[src/rtl/memory_line_driver_if.sv]
// memory_line_driver_if: bundles the cache-side line request port and the
// 32-bit external memory beat port of memory_line_driver into one interface.
// The master modport is the driver's view; slave is the environment's view.
interface memory_line_driver_if;
    // Cache side
    logic         DRIVER_REQ;
    logic [25:0]  DRIVER_ADDRESS;
    logic [127:0] DRIVER_WDATA;
    logic         DRIVER_RW;
    logic [127:0] DRIVER_RDATA;
    logic         DRIVER_PENDING;
    // Memory side
    logic [27:0]  MEM_ADDRESS;
    logic [31:0]  MEM_WDATA;
    logic         MEM_RW;
    logic         MEM_REQ;
    logic [31:0]  MEM_RDATA;
    logic         MEM_ACK;
    // Status
    logic         ERROR;

    modport master (
        input  DRIVER_REQ, DRIVER_ADDRESS, DRIVER_WDATA, DRIVER_RW,
        input  MEM_RDATA, MEM_ACK,
        output DRIVER_RDATA, DRIVER_PENDING,
        output MEM_ADDRESS, MEM_WDATA, MEM_RW, MEM_REQ,
        output ERROR
    );

    modport slave (
        output DRIVER_REQ, DRIVER_ADDRESS, DRIVER_WDATA, DRIVER_RW,
        output MEM_RDATA, MEM_ACK,
        input  DRIVER_RDATA, DRIVER_PENDING,
        input  MEM_ADDRESS, MEM_WDATA, MEM_RW, MEM_REQ,
        input  ERROR
    );
endinterface

[src/rtl/memory_line_driver.sv]
// memory_line_driver: moves one 128-bit cache line to/from a 32-bit word
// memory as four req/ack beats. The cache is held off with DRIVER_PENDING for
// the whole transfer; the assembled read line appears on DRIVER_RDATA at the
// edge that completes the last beat.
// Optional feature: define MEM_LINE_TIMEOUT_EN to abort a beat that waits
// TIMEOUT_CYCLES cycles without MEM_ACK and raise a sticky ERROR flag.
module memory_line_driver #(
    parameter int TIMEOUT_CYCLES = 255
) (
    input  logic                  CLK,
    input  logic                  RST,
    memory_line_driver_if.master  bus
);

    typedef enum logic {
        IDLE = 1'b0,
        XFER = 1'b1
    } state_t;

    state_t       state_q, state_d;
    logic [25:0]  line_q,  line_d;
    logic [127:0] wbuf_q,  wbuf_d;
    logic         rw_q,    rw_d;
    logic [1:0]   beat_q,  beat_d;
    logic [127:0] asm_q,   asm_d;
    logic [127:0] rdata_q, rdata_d;
    logic         req_q,   req_d;
    logic [31:0]  wdata_q, wdata_d;
    logic [1:0]   beat_nx;

`ifdef MEM_LINE_TIMEOUT_EN
    localparam logic [15:0] TMO_LIMIT = 16'(TIMEOUT_CYCLES);
    logic [15:0]  tmo_q,   tmo_d;
    logic         error_q, error_d;
`endif

    assign beat_nx = beat_q + 2'd1;

    // Next-state logic: accept a line request in IDLE, step beats on MEM_ACK in XFER
    always_comb begin
        state_d = state_q;
        line_d  = line_q;
        wbuf_d  = wbuf_q;
        rw_d    = rw_q;
        beat_d  = beat_q;
        asm_d   = asm_q;
        rdata_d = rdata_q;
        req_d   = req_q;
        wdata_d = wdata_q;
`ifdef MEM_LINE_TIMEOUT_EN
        tmo_d   = tmo_q;
        error_d = error_q;
`endif
        case (state_q)
            IDLE: begin
                if (bus.DRIVER_REQ) begin
                    state_d = XFER;
                    line_d  = bus.DRIVER_ADDRESS;
                    wbuf_d  = bus.DRIVER_WDATA;
                    rw_d    = bus.DRIVER_RW;
                    beat_d  = 2'd0;
                    req_d   = 1'b1;
                    wdata_d = bus.DRIVER_WDATA[31:0];
`ifdef MEM_LINE_TIMEOUT_EN
                    tmo_d   = 16'd0;
`endif
                end
            end
            XFER: begin
                if (bus.MEM_ACK) begin
`ifdef MEM_LINE_TIMEOUT_EN
                    tmo_d = 16'd0;
`endif
                    if (!rw_q) begin
                        asm_d[{beat_q, 5'b00000} +: 32] = bus.MEM_RDATA;
                    end
                    if (beat_q == 2'd3) begin
                        state_d = IDLE;
                        req_d   = 1'b0;
                        // Final word goes straight into the published line
                        if (!rw_q) begin
                            rdata_d = {bus.MEM_RDATA, asm_q[95:0]};
                        end
                    end else begin
                        beat_d  = beat_nx;
                        wdata_d = wbuf_q[{beat_nx, 5'b00000} +: 32];
                    end
                end else begin
`ifdef MEM_LINE_TIMEOUT_EN
                    // This wait cycle is the TIMEOUT_CYCLES-th one: abort
                    if (tmo_q == TMO_LIMIT - 16'd1) begin
                        state_d = IDLE;
                        req_d   = 1'b0;
                        error_d = 1'b1;
                    end else begin
                        tmo_d = tmo_q + 16'd1;
                    end
`endif
                end
            end
            default: state_d = IDLE;
        endcase
    end

    // State and datapath registers, all cleared by the asynchronous reset
    always_ff @(posedge CLK or posedge RST) begin
        if (RST) begin
            state_q <= IDLE;
            line_q  <= '0;
            wbuf_q  <= '0;
            rw_q    <= 1'b0;
            beat_q  <= 2'd0;
            asm_q   <= '0;
            rdata_q <= '0;
            req_q   <= 1'b0;
            wdata_q <= '0;
`ifdef MEM_LINE_TIMEOUT_EN
            tmo_q   <= '0;
            error_q <= 1'b0;
`endif
        end else begin
            state_q <= state_d;
            line_q  <= line_d;
            wbuf_q  <= wbuf_d;
            rw_q    <= rw_d;
            beat_q  <= beat_d;
            asm_q   <= asm_d;
            rdata_q <= rdata_d;
            req_q   <= req_d;
            wdata_q <= wdata_d;
`ifdef MEM_LINE_TIMEOUT_EN
            tmo_q   <= tmo_d;
            error_q <= error_d;
`endif
        end
    end

    assign bus.MEM_REQ        = req_q;
    assign bus.MEM_ADDRESS    = {line_q, beat_q};
    assign bus.MEM_WDATA      = wdata_q;
    assign bus.MEM_RW         = rw_q;
    assign bus.DRIVER_RDATA   = rdata_q;
    // Busy already in the strobe cycle so the cache never issues a second request
    assign bus.DRIVER_PENDING = (state_q == XFER) | bus.DRIVER_REQ;
`ifdef MEM_LINE_TIMEOUT_EN
    assign bus.ERROR          = error_q;
`else
    assign bus.ERROR          = 1'b0;
`endif

endmodule

[src/flat_wrapper.sv]
// flat-port wrapper written by rule: the top's interface ports become plain ports
module memory_line_driver_flat 
#(
    parameter int TIMEOUT_CYCLES = 255
)
  (CLK, RST, bus_DRIVER_REQ, bus_DRIVER_ADDRESS, bus_DRIVER_WDATA, bus_DRIVER_RW, bus_MEM_RDATA, bus_MEM_ACK, bus_DRIVER_RDATA, bus_DRIVER_PENDING, bus_MEM_ADDRESS, bus_MEM_WDATA, bus_MEM_RW, bus_MEM_REQ, bus_ERROR);
  memory_line_driver_if bus_i ();
  input  logic CLK;
  input  logic RST;
  input wire logic [$bits(bus_i.DRIVER_REQ)-1:0] bus_DRIVER_REQ;
  input wire logic [$bits(bus_i.DRIVER_ADDRESS)-1:0] bus_DRIVER_ADDRESS;
  input wire logic [$bits(bus_i.DRIVER_WDATA)-1:0] bus_DRIVER_WDATA;
  input wire logic [$bits(bus_i.DRIVER_RW)-1:0] bus_DRIVER_RW;
  input wire logic [$bits(bus_i.MEM_RDATA)-1:0] bus_MEM_RDATA;
  input wire logic [$bits(bus_i.MEM_ACK)-1:0] bus_MEM_ACK;
  output wire logic [$bits(bus_i.DRIVER_RDATA)-1:0] bus_DRIVER_RDATA;
  output wire logic [$bits(bus_i.DRIVER_PENDING)-1:0] bus_DRIVER_PENDING;
  output wire logic [$bits(bus_i.MEM_ADDRESS)-1:0] bus_MEM_ADDRESS;
  output wire logic [$bits(bus_i.MEM_WDATA)-1:0] bus_MEM_WDATA;
  output wire logic [$bits(bus_i.MEM_RW)-1:0] bus_MEM_RW;
  output wire logic [$bits(bus_i.MEM_REQ)-1:0] bus_MEM_REQ;
  output wire logic [$bits(bus_i.ERROR)-1:0] bus_ERROR;
  assign bus_i.DRIVER_REQ = bus_DRIVER_REQ;
  assign bus_i.DRIVER_ADDRESS = bus_DRIVER_ADDRESS;
  assign bus_i.DRIVER_WDATA = bus_DRIVER_WDATA;
  assign bus_i.DRIVER_RW = bus_DRIVER_RW;
  assign bus_i.MEM_RDATA = bus_MEM_RDATA;
  assign bus_i.MEM_ACK = bus_MEM_ACK;
  assign bus_DRIVER_RDATA = bus_i.DRIVER_RDATA;
  assign bus_DRIVER_PENDING = bus_i.DRIVER_PENDING;
  assign bus_MEM_ADDRESS = bus_i.MEM_ADDRESS;
  assign bus_MEM_WDATA = bus_i.MEM_WDATA;
  assign bus_MEM_RW = bus_i.MEM_RW;
  assign bus_MEM_REQ = bus_i.MEM_REQ;
  assign bus_ERROR = bus_i.ERROR;
  memory_line_driver #(.TIMEOUT_CYCLES(TIMEOUT_CYCLES)) u_core (.CLK(CLK), .RST(RST), .bus(bus_i));
endmodule
[config.mk]
export PLATFORM = sky130hd
export DESIGN_NAME = memory_line_driver_flat
export DESIGN_NICKNAME = d
export VERILOG_FILES = /design/src/rtl/memory_line_driver_if.sv /design/src/rtl/memory_line_driver.sv /design/src/flat_wrapper.sv
export SDC_FILE = /design/constraint.sdc
export NUM_CORES = 1
export LEC_CHECK = 0
export BUFFER_PORTS_ARGS = -buffer_cell sky130_fd_sc_hd__buf_2
export CAP_MARGIN = 20
export CORE_MARGIN = 4
export CORE_UTILIZATION = 35
export CTS_CLUSTER_DIAMETER = 120
export DETAILED_ROUTE_END_ITERATION = 16
export PLACE_DENSITY = 0.67
export SYNTH_ARGS = -nofsm -noshare
export SYNTH_HDL_FRONTEND = slang
export SYNTH_SLANG_ARGS = --single-unit
[constraint.sdc]
create_clock -name CLK -period 19.5 [get_ports CLK]
set_input_delay 3.9 -clock CLK [delete_from_list [all_inputs] [get_ports CLK]]
set_output_delay 3.9 -clock CLK [all_outputs]
set_load 0.01 [all_outputs]
==> impl_metrics.ini <==
[status]
status = complete, no violations

[critical_path]
critPathSlowestCell = buf_2
required_ns = 15.60
crit_top_cell = buf_2
path_class = primary input to primary output
cp_max_fo = 3
worstPathCellList = buf_2, nor2_1, inv_1, buf_2
crit_path_start_kind = primary input
cp_slowest_stage_delay_ns = 0.15
critPathArrivalTime_ns = 4.37
path_buf_inv = 3
startpoint = bus_DRIVER_REQ
crit_family = buffers and inverters
end_kind = primary output
regToRegStartpoint = u_core.state_q$_DFF_PP0_
rrSetupSlack_ns = 15.60

[power]
p_seq_frac = 0.411
combPwrFrac = 0.338
switching_share = 0.332
p_total_mw = 3.61
power.density_mw_per_mm2 = 173
power.switching_mw = 1.20
peakVddDrop_mv = 0.0954
p_leak_nw = 10.2
power.internal_mw = 2.41
pwr-share-clk = 0.250

[placed_design]
place_inst = 2204
port_buffers = 381
dp_slack_ns = 11.23
placed_cell_area_mm2 = 0.0193
place.gp.congestion = 0.785
post-dp-hpwl_mm = 28.6

[cts]
ctsHtreeMaxLevel = 2
post_cts_buffers = 0
ctsLongestPathBuffers = 3
cts_buffers = 45
cts-hold-fix-buffers = 0
path_clk_slew_ns = 0.06
clk_latency_ns = 0.56
cts_resized = 0
cts_tree = done
cts_sinks = 415
clockRootBuffer = clkbuf_16

[die]
die_w_um = 228
io_pins = 383
dieArea_mm2 = 0.0519
start_util = 0.354
row_count = 80
coreArea_mm2 = 0.0477
die_y_um = 228

[yosys]
synth_compound_area_frac = 0.0721
ys_seq_elements = 415
avgSynthCellArea_um2 = 13.2
yosysUniqueCellTypes = 29
yosysSeqAreaShare = 0.614
synth_top_family_by_area = multiplexers
ys.warnings.count = 0
synthMuxAreaShare = 0.226
synth_area_leaders = dfrtp_1, mux2_2, nand2_1, mux2i_1, o22ai_1
syn_area_mm2 = 0.0169
synthCells = 1281
syn_nets = 1477
synth-adder-area-share = 0.00370
synthSimpleGateAreaFrac = 0.0471
synth-xor-area-share = 0
synth_top_area_frac = 0.614
synth_top_area_cell = dfrtp_1

[drt]
totalWireLength_mm = 43.0
drt_iter0_drc = 797
dr_wl_met3_mm = 3.62
drcViolationCount = 0
viasPerCell = 4.97
met1Wirelength_mm = 18.6
drt_first_pass_iters = 5
wl_met2_mm = 20.0
num_vias = 11396
highest_layer = met5
wire_per_inst_um = 18.8
postRouteAntennaNets = 0

[layout]
mostFrequentLayoutCells = dfrtp_1, buf_2, mux2_2
postLayoutCellArea_mm2 = 0.0209
fin_util = 0.438
final_common_cell = dfrtp_1
nets = 1832
drive_above_1_share = 0.457
final_cell_count_no_fill = 2291
syn2layout_area_growth_pct = 23.6
num-fill-cells = 4368

[run]
maxCapViolCount = 0

[sta]
final_max_slew_viol_count = 0
fmax_ghz = 0.121
tightest_slew_ns = 1.03
fin_crit_sh = 0.424
final-setup-viol-count = 0
hold_viol = 0
fin_ws_ns = 11.23
finalClockSkew_ns = 0.0108
fin_crit_ns = 8.27
holdWs_ns = 0.474
max-slew-margin-rel = 0.317
tns_ns = 0
grt_setup_unrepaired = false

[grt]
grt_pass1_vias = 12088
grt.overflow.total = 0
grt_usage = 0.162
grt_max_degree = 135
grt_pass1_wl_mm = 68.4
antenna_found_initial = 13

[min_path]
min-delay-start = u_core.asm_q[86]$_DFFE_PP0P_
hp-class = flip-flop to flip-flop
[worst reg2reg max path, cell delays in order (launching register included)]
cell,delay [ns]
dfrtp_2,0.40
buf_4,0.31
nor2b_4,0.76
buf_4,0.88
buf_4,0.97
mux2_2,0.46
[routing by layer]
| metal | global-route usage | vias up |
|---|---|---|
| met5 | 0 | - |
| met4 | 0.0413 | 14 |
| met3 | 0.0586 | 63 |
| met2 | 0.263 | 351 |
| met1 | 0.207 | 5747 |
| li1 | - | 5221 |
[cells in the mapped netlist, drive strengths merged]
cell type / number
dfrtp: 415
mux2: 283
nand2: 177
o21ai: 88
mux2i: 64
o22ai: 64
buf: 60
inv: 36
o22a: 32
clkbuf: 30
a22o: 10
ha: 5
nand4b: 4
and3b: 2
nor2: 2
nor3b: 2
a21oi: 1
a31oi: 1
conb: 1
nand2b: 1
nor2b: 1
nor4b: 1
or2: 1
[state kept, by name (all words and copies together) (netlist names)]
name                     count
u_core.bus.DRIVER_RDATA    128
u_core.asm_q                96
u_core.line_q               26
u_core.wbuf_q              128
u_core.bus.MEM_REQ           1
u_core.bus.MEM_WDATA        32
u_core.bus.MEM_RW            1
u_core.beat_q                2
u_core.state_q               1
[power groups by stage]
stage	combinational, mW	sequential [mW]	clock, mW
6_report	1.22	1.49	0.904
5_1_grt	1.34	1.54	0.962
4_1_cts	1.24	1.49	0.927
3_5_place_dp	1.24	1.50	0
3_3_place_gp	1.20	1.48	0
2_1_floorplan	0.768	1.52	0
[kinds of logic after synthesis]
family,after synthesis
flops,415
compound gates,196
buf+inv,126
other cells,1
mux,347
fa+ha+maj,5
simple gates,191
[worst paths after layout]
kind | end | cells past startpoint
max reg2reg | u_core.line_q[5]$_DFFE_PP0P_ | 5
max | bus_DRIVER_PENDING | 4
min in group asynchronous | u_core.asm_q[95]$_DFFE_PP0P_ | 2
min | u_core.asm_q[86]$_DFFE_PP0P_ | 2
min reg2reg | u_core.asm_q[86]$_DFFE_PP0P_ | 2
max in group asynchronous | u_core.bus.MEM_WDATA[26]$_DFFE_PP0P_ | 5
[layout make-up]
| type | count | area [µm²] | area share |
|---|---|---|---|
| timing repair buffer | 398 | 2050 | 0.0979 |
| clock buffer | 66 | 1360 | 0.0650 |
| multi-input combinational | 740 | 5940 | 0.284 |
| clock inverter | 15 | 235 | 0.0113 |
| tap | 615 | 769 | 0.0368 |
| sequential | 415 | 10400 | 0.497 |
| antenna | 6 | 15.0 | 0.000718 |
| inverter | 36 | 143 | 0.00682 |
Power figures use the tool's default switching activity.
